## config.mk

```make
export PLATFORM = sky130hd
export DESIGN_NAME = anubis_rc_sequencer
export DESIGN_NICKNAME = d
export VERILOG_FILES = /design/src/rtl/anubis_pkg.sv /design/src/rtl/anubis_rc_sequencer_round_constants.sv /design/src/rtl/anubis_rc_sequencer.sv
export SDC_FILE = /design/constraint.sdc
export NUM_CORES = 1
export LEC_CHECK = 0
export BUFFER_PORTS_ARGS = -buffer_cell sky130_fd_sc_hd__buf_2
export CAP_MARGIN = 5
export CORE_ASPECT_RATIO = 0.6
export CORE_MARGIN = 8
export CORE_UTILIZATION = 35
export CTS_BUF_LIST = sky130_fd_sc_hd__clkbuf_2 sky130_fd_sc_hd__clkbuf_4 sky130_fd_sc_hd__clkbuf_8
export CTS_CLUSTER_SIZE = 12
export DETAILED_ROUTE_END_ITERATION = 10
export PLACE_DENSITY_LB_ADDON = 0.25
export SYNTH_ARGS = -nofsm -noshare
export SYNTH_HDL_FRONTEND = slang
export SYNTH_SLANG_ARGS = --single-unit
```

## constraint.sdc

```tcl
create_clock -name clk -period 6.7 [get_ports clk]
set_input_delay 0.67 -clock clk [delete_from_list [all_inputs] [get_ports clk]]
set_output_delay 0.67 -clock clk [all_outputs]
set_load 0.01 [all_outputs]
```

## src/rtl/anubis_pkg.sv

```systemverilog
// Shared definitions for the Anubis round-constant sequencer: sizes, FSM encoding and the
// leading part of the Anubis S-box that round constants are drawn from.
package anubis_pkg;

   localparam int unsigned ANUBIS_NUM_ROUNDS_128 = 12;
   localparam int unsigned RC_WIDTH              = 128;

   typedef enum logic [1:0] {
      ST_IDLE = 2'd0,
      ST_RUN  = 2'd1,
      ST_DONE = 2'd2
   } rc_state_e;

   // Only S[0..59] is ever addressed (r <= 15, j <= 3).
   localparam logic [7:0] ANUBIS_SBOX [60] = '{
      8'ha7, 8'hd3, 8'he6, 8'h71, 8'hd0, 8'hac, 8'h4d, 8'h79,
      8'h3a, 8'hc9, 8'h91, 8'hfc, 8'h1e, 8'h47, 8'h54, 8'hbd,
      8'h8c, 8'ha5, 8'h7a, 8'hfb, 8'h63, 8'hb8, 8'hdd, 8'hd4,
      8'he5, 8'hb3, 8'hc5, 8'hbe, 8'ha9, 8'h88, 8'h0c, 8'ha2,
      8'h39, 8'hdf, 8'h29, 8'hda, 8'h2b, 8'ha8, 8'hcb, 8'h4c,
      8'h4b, 8'h22, 8'haa, 8'h24, 8'h41, 8'h70, 8'ha6, 8'hf9,
      8'h5a, 8'he2, 8'hb0, 8'h36, 8'h7d, 8'he4, 8'h33, 8'hff,
      8'h60, 8'h20, 8'h08, 8'h8b
   };

   // S-box lookup; indices past the stored range read as zero.
   function automatic logic [7:0] anubis_sbox(input logic [7:0] idx);
      logic [7:0] s;
      s = 8'h00;
      if (idx < 8'd60) s = ANUBIS_SBOX[idx[5:0]];
      return s;
   endfunction

endpackage

```

## src/rtl/anubis_rc_sequencer_round_constants.sv

```systemverilog
// Combinational Anubis round constant c^r: top word is S[4(r-1)+0..3], rest zero.
// Round 0 yields an all-zero constant so the idle value falls out naturally.
module Round_Constants
   import anubis_pkg::*;
(
   input  logic [3:0]          round_idx,
   output logic [RC_WIDTH-1:0] rc
);

   logic [7:0] base;

   // Build the four constant bytes from the S-box starting at 4*(r-1).
   always_comb begin
      rc   = '0;
      base = {2'b00, round_idx, 2'b00} - 8'd4;
      if (round_idx != 4'd0) begin
         rc[127:120] = anubis_sbox(base);
         rc[119:112] = anubis_sbox(base + 8'd1);
         rc[111:104] = anubis_sbox(base + 8'd2);
         rc[103:96]  = anubis_sbox(base + 8'd3);
      end
   end

endmodule

```

## src/rtl/anubis_rc_sequencer.sv

```systemverilog
// Steps rounds 1..NUM_ROUNDS after start, presenting each round constant on a
// valid/ready port, then pulses done. abort or reset returns everything to idle.
module anubis_rc_sequencer
   import anubis_pkg::*;
#(
   parameter int unsigned NUM_ROUNDS = ANUBIS_NUM_ROUNDS_128
) (
   input  logic                clk,
   input  logic                rst_n,
   input  logic                start,
   input  logic                abort,
   input  logic                rc_ready,
   output logic                rc_valid,
   output logic [RC_WIDTH-1:0] rc_out,
   output logic [3:0]          round_idx,
   output logic                last_round,
   output logic                busy,
   output logic                done
);

   if (NUM_ROUNDS < 1 || NUM_ROUNDS > 15) begin : g_bad_num_rounds
      $error("anubis_rc_sequencer: NUM_ROUNDS must be in 1..15");
   end

   localparam logic [3:0] LAST_IDX = 4'(NUM_ROUNDS);

   rc_state_e           state_q, state_d;
   logic [3:0]          round_q, round_d;
   logic                valid_q, valid_d;
   logic                done_q, done_d;
   logic                busy_q, busy_d;
   logic                last_q, last_d;
   logic [RC_WIDTH-1:0] rc_q, rc_next;

   // Constant is computed from the next index so rc_out lines up with round_idx.
   Round_Constants u_round_constants (
      .round_idx (round_d),
      .rc        (rc_next)
   );

   // Next-state and next-output decode; abort always wins over start and handshakes.
   always_comb begin
      state_d = state_q;
      round_d = round_q;
      valid_d = valid_q;
      done_d  = 1'b0;
      unique case (state_q)
         ST_IDLE: begin
            if (start && !abort) begin
               state_d = ST_RUN;
               round_d = 4'd1;
               valid_d = 1'b1;
            end
         end
         ST_RUN: begin
            if (abort) begin
               state_d = ST_IDLE;
               round_d = 4'd0;
               valid_d = 1'b0;
            end else if (valid_q && rc_ready) begin
               if (round_q >= LAST_IDX) begin
                  state_d = ST_DONE;
                  round_d = 4'd0;
                  valid_d = 1'b0;
                  done_d  = 1'b1;
               end else begin
                  round_d = round_q + 4'd1;
               end
            end
         end
         ST_DONE: begin
            state_d = ST_IDLE;
         end
         default: begin
            state_d = ST_IDLE;
            round_d = 4'd0;
            valid_d = 1'b0;
         end
      endcase
      busy_d = (state_d != ST_IDLE);
      last_d = valid_d && (round_d == LAST_IDX);
   end

   // State and registered outputs.
   always_ff @(posedge clk or negedge rst_n) begin
      if (!rst_n) begin
         state_q <= ST_IDLE;
         round_q <= 4'd0;
         valid_q <= 1'b0;
         done_q  <= 1'b0;
         busy_q  <= 1'b0;
         last_q  <= 1'b0;
         rc_q    <= '0;
      end else begin
         state_q <= state_d;
         round_q <= round_d;
         valid_q <= valid_d;
         done_q  <= done_d;
         busy_q  <= busy_d;
         last_q  <= last_d;
         rc_q    <= rc_next;
      end
   end

   assign rc_valid   = valid_q;
   assign rc_out     = rc_q;
   assign round_idx  = round_q;
   assign last_round = last_q;
   assign busy       = busy_q;
   assign done       = done_q;

endmodule

```

==> impl_metrics.env <==
export IMPL_required_ns=6.90
export IMPL_clkPwrFrac_pct=18.2
export IMPL_syn_inst=395
export IMPL_rr_worst_depth=10
export IMPL_synth_xor_area_share_pct=0.254
export IMPL_yosysUniqueCellTypes=67
export IMPL_cts_setup_buffers=0
export IMPL_synth_commonest_cells="buf_4, dfrtp_1, nand2_1"
export IMPL_hold_path_class="in2async"
export IMPL_synth_top_family_by_area="buffers and inverters"
export IMPL_ir_drop_mv=0.125
export IMPL_fin_util_pct=35.1
export IMPL_timing_rr_start="state_q[1]"
export IMPL_area_growth_pct=-1.02
export IMPL_powerDensity_nw_per_um2=280
export IMPL_fmax_ghz=0.228
export IMPL_synth_ff_type="dfrtp_1"
export IMPL_power_total_uw=955
export IMPL_synth_edf_count=0
export IMPL_vias=2732
export IMPL_hpwl_microns=6760
export IMPL_cts_resized=0
export IMPL_grt_pass1_vias=2707
export IMPL_slew_headroom_pct=37.9
export IMPL_drt_first_iter_violations=323
export IMPL_drive_above_1_share_pct=17.0
export IMPL_ctsHoldBuffers=0
export IMPL_hold_viol_final=0
export IMPL_nFillCells=1045
export IMPL_place_ws_ns=2.11
export IMPL_p_int_uw=539
export IMPL_routabilityCongestion=0.907
export IMPL_path_max_fanout=22
export IMPL_arrival_ns=4.59
export IMPL_dieArea_sq_um=13400
export IMPL_drtAntennaViolNets=0
export IMPL_cts_tree="done"
export IMPL_p_sw_share_pct=43.5
export IMPL_synthArstFlopShare_pct=100
export IMPL_yosys_area_top_type="dfrtp_1"
export IMPL_tns_ns=0
export IMPL_clk_pin_slew_ns=0.08
export IMPL_synthTopCellsByArea="dfrtp_1, buf_4, ha_1, a21oi_1, nand2_1"
export IMPL_setup_viol=0
export IMPL_cts_max_path_buffers=2
export IMPL_setup_slack_ns=2.31
export IMPL_rsz0062_at_grt="no"
export IMPL_track_usage_pct=13.6
export IMPL_wire_per_inst_microns=16.3
export IMPL_grt_overflow=0
export IMPL_synth_simple_area_share_pct=15.0
export IMPL_startpoint="abort"
export IMPL_leakage_uw=0.00170
export IMPL_synth_adder_area_share_pct=5.70
export IMPL_antenna_cells=0
export IMPL_portBuffers=44
export IMPL_p_switching_uw=416
export IMPL_synth_seq_cells=42
export IMPL_clkSinkCount=42
export IMPL_nets=441
export IMPL_die_y_microns=92.9
export IMPL_slew_viol_final=0
export IMPL_cts_buffers=5
export IMPL_htree_num_levels=2
export IMPL_clock_latency_ns=0.29
export IMPL_fin_crit_sh_pct=65.6
export IMPL_grt_pass1_wl_microns=14600
export IMPL_status="finished, final reports clean"
export IMPL_synth_compound_area_share_pct=21.2
export IMPL_maxCapViolations=0
export IMPL_synth_area_mux_share_pct=0
export IMPL_io_pins=141
export IMPL_syn_avg_cell_area_sq_um=8.72
export IMPL_root_buffer="clkbuf_8"
export IMPL_drcViolationCount=0
export IMPL_grt_max_degree=43
export IMPL_pwr_share_comb_pct=47.1
export IMPL_fin_skew_ns=0.00694
export IMPL_synth_seq_area_share_pct=30.5
export IMPL_antenna_found_initial=0
export IMPL_tightest_slew_ns=0.932
export IMPL_end_kind="register"
export IMPL_via_per_inst=4.90
export IMPL_initial_core_util_pct=35.5
export IMPL_rows=28
export IMPL_drtPass1Iterations=8
export IMPL_drt_wl_total_microns=9110
export IMPL_cp_start_kind="primary input"
export IMPL_yosysMostFrequentCell="buf_4"
export IMPL_min_period_ns=4.39
export IMPL_yosysTopAreaCellShare_pct=30.5
export IMPL_yosysWarnings=0
export IMPL_setup_worst_path_class="in2reg"
export IMPL_die_w_microns=144
export IMPL_mappedNetlistArea_sq_um=3450
export IMPL_core_sq_um=9700
export IMPL_p_seq_share_pct=34.7
==> per-stage QoR <==
step                      area, sq um  hold WS [ns]  std cells
after CTS                        3410         0.553        558
after detailed placement         3320         0.644        550
after global placement           3320         0.632        550
after global routing             3410         0.603        558
final                            3410         0.500        558
after floorplan                  3800         0.374        490
==> worst max-delay path: stages <==
cell and delay, ns:
buf_2 0.13, or3b_2 0.51, a21o_1 0.22, nand2_1 0.38
inv_1 0.40, ha_1 0.41, ha_1 0.72, inv_1 0.44
ha_1 0.43, nor2_1 0.05, a211oi_1 0.22
==> power by group through the flow <==
stage          logic, uW  registers (uW)  clock network [uW]
2_1_floorplan        325             365                   0
5_1_grt              497             338                 194
4_1_cts              445             332                 182
6_report             450             331                 174
3_3_place_gp         447             336                   0
3_5_place_dp         443             336                   0
==> cell type report <==
cell class,instances,area [sq um],area share [%]
Clock buffer,6,82.6,2.42
Clock inverter,2,12.5,0.367
Inverter,11,46.3,1.36
Multi-Input combinational cell,316,1810,53.2
Sequential cell,42,1050,30.8
Tap cell,135,169,4.95
Timing Repair Buffer,46,235,6.90
==> placed cells by master, fill, tap and decap left out, types with 14 or more instances in the layout <==
master,n
nand2_1,28
buf_2,44
conb_1,96
dfrtp_1,42
nor2_1,25
ha_1,14
a21oi_1,26
o21ai_0,20
==> path summary, 6_finish.rpt <==
kind	slack (ns)	end
setup / recovery	2.31	rc_out[101]
hold reg to reg	0.66	state_q[0]
setup reg to reg	2.39	rc_out[101]
min in group clk	0.63	busy
max in group asynchronous	5.60	rc_out[101]
hold / removal	0.50	state_q[1]
==> registers in the layout, indices dropped and copies added (netlist names) <==
name	cells
done	1
rc_out	32
rc_valid	1
round_idx	4
busy	1
last_round	1
state_q	2
==> per-layer routing <==
layer | wire length [microns] | global-route usage (%) | part of all wire [%] | vias to the layer above
met1 | 4310 | 20.0 | 47 | 1321
li1 | - | - | - | 1248
met2 | 3790 | 19.2 | 42 | 157
met3 | 921 | 2.98 | 10 | 6
met4 | 88 | 3.92 | 0.97 | 0
met5 | 0 | 0 | 0 | -
==> cell families (layout without fill, tap and decap cells) <==
logic type,after synthesis,after routing
AO/OA/AOI/OAI,107,107
adder cells (fa/ha/maj),16,16
AND/OR/NAND/NOR,96,96
flip-flops,42,42
buffers and inverters,132,65
other,1,96
XOR/XNOR,1,1
No activity file was read; power rests on OpenSTA's default activity.
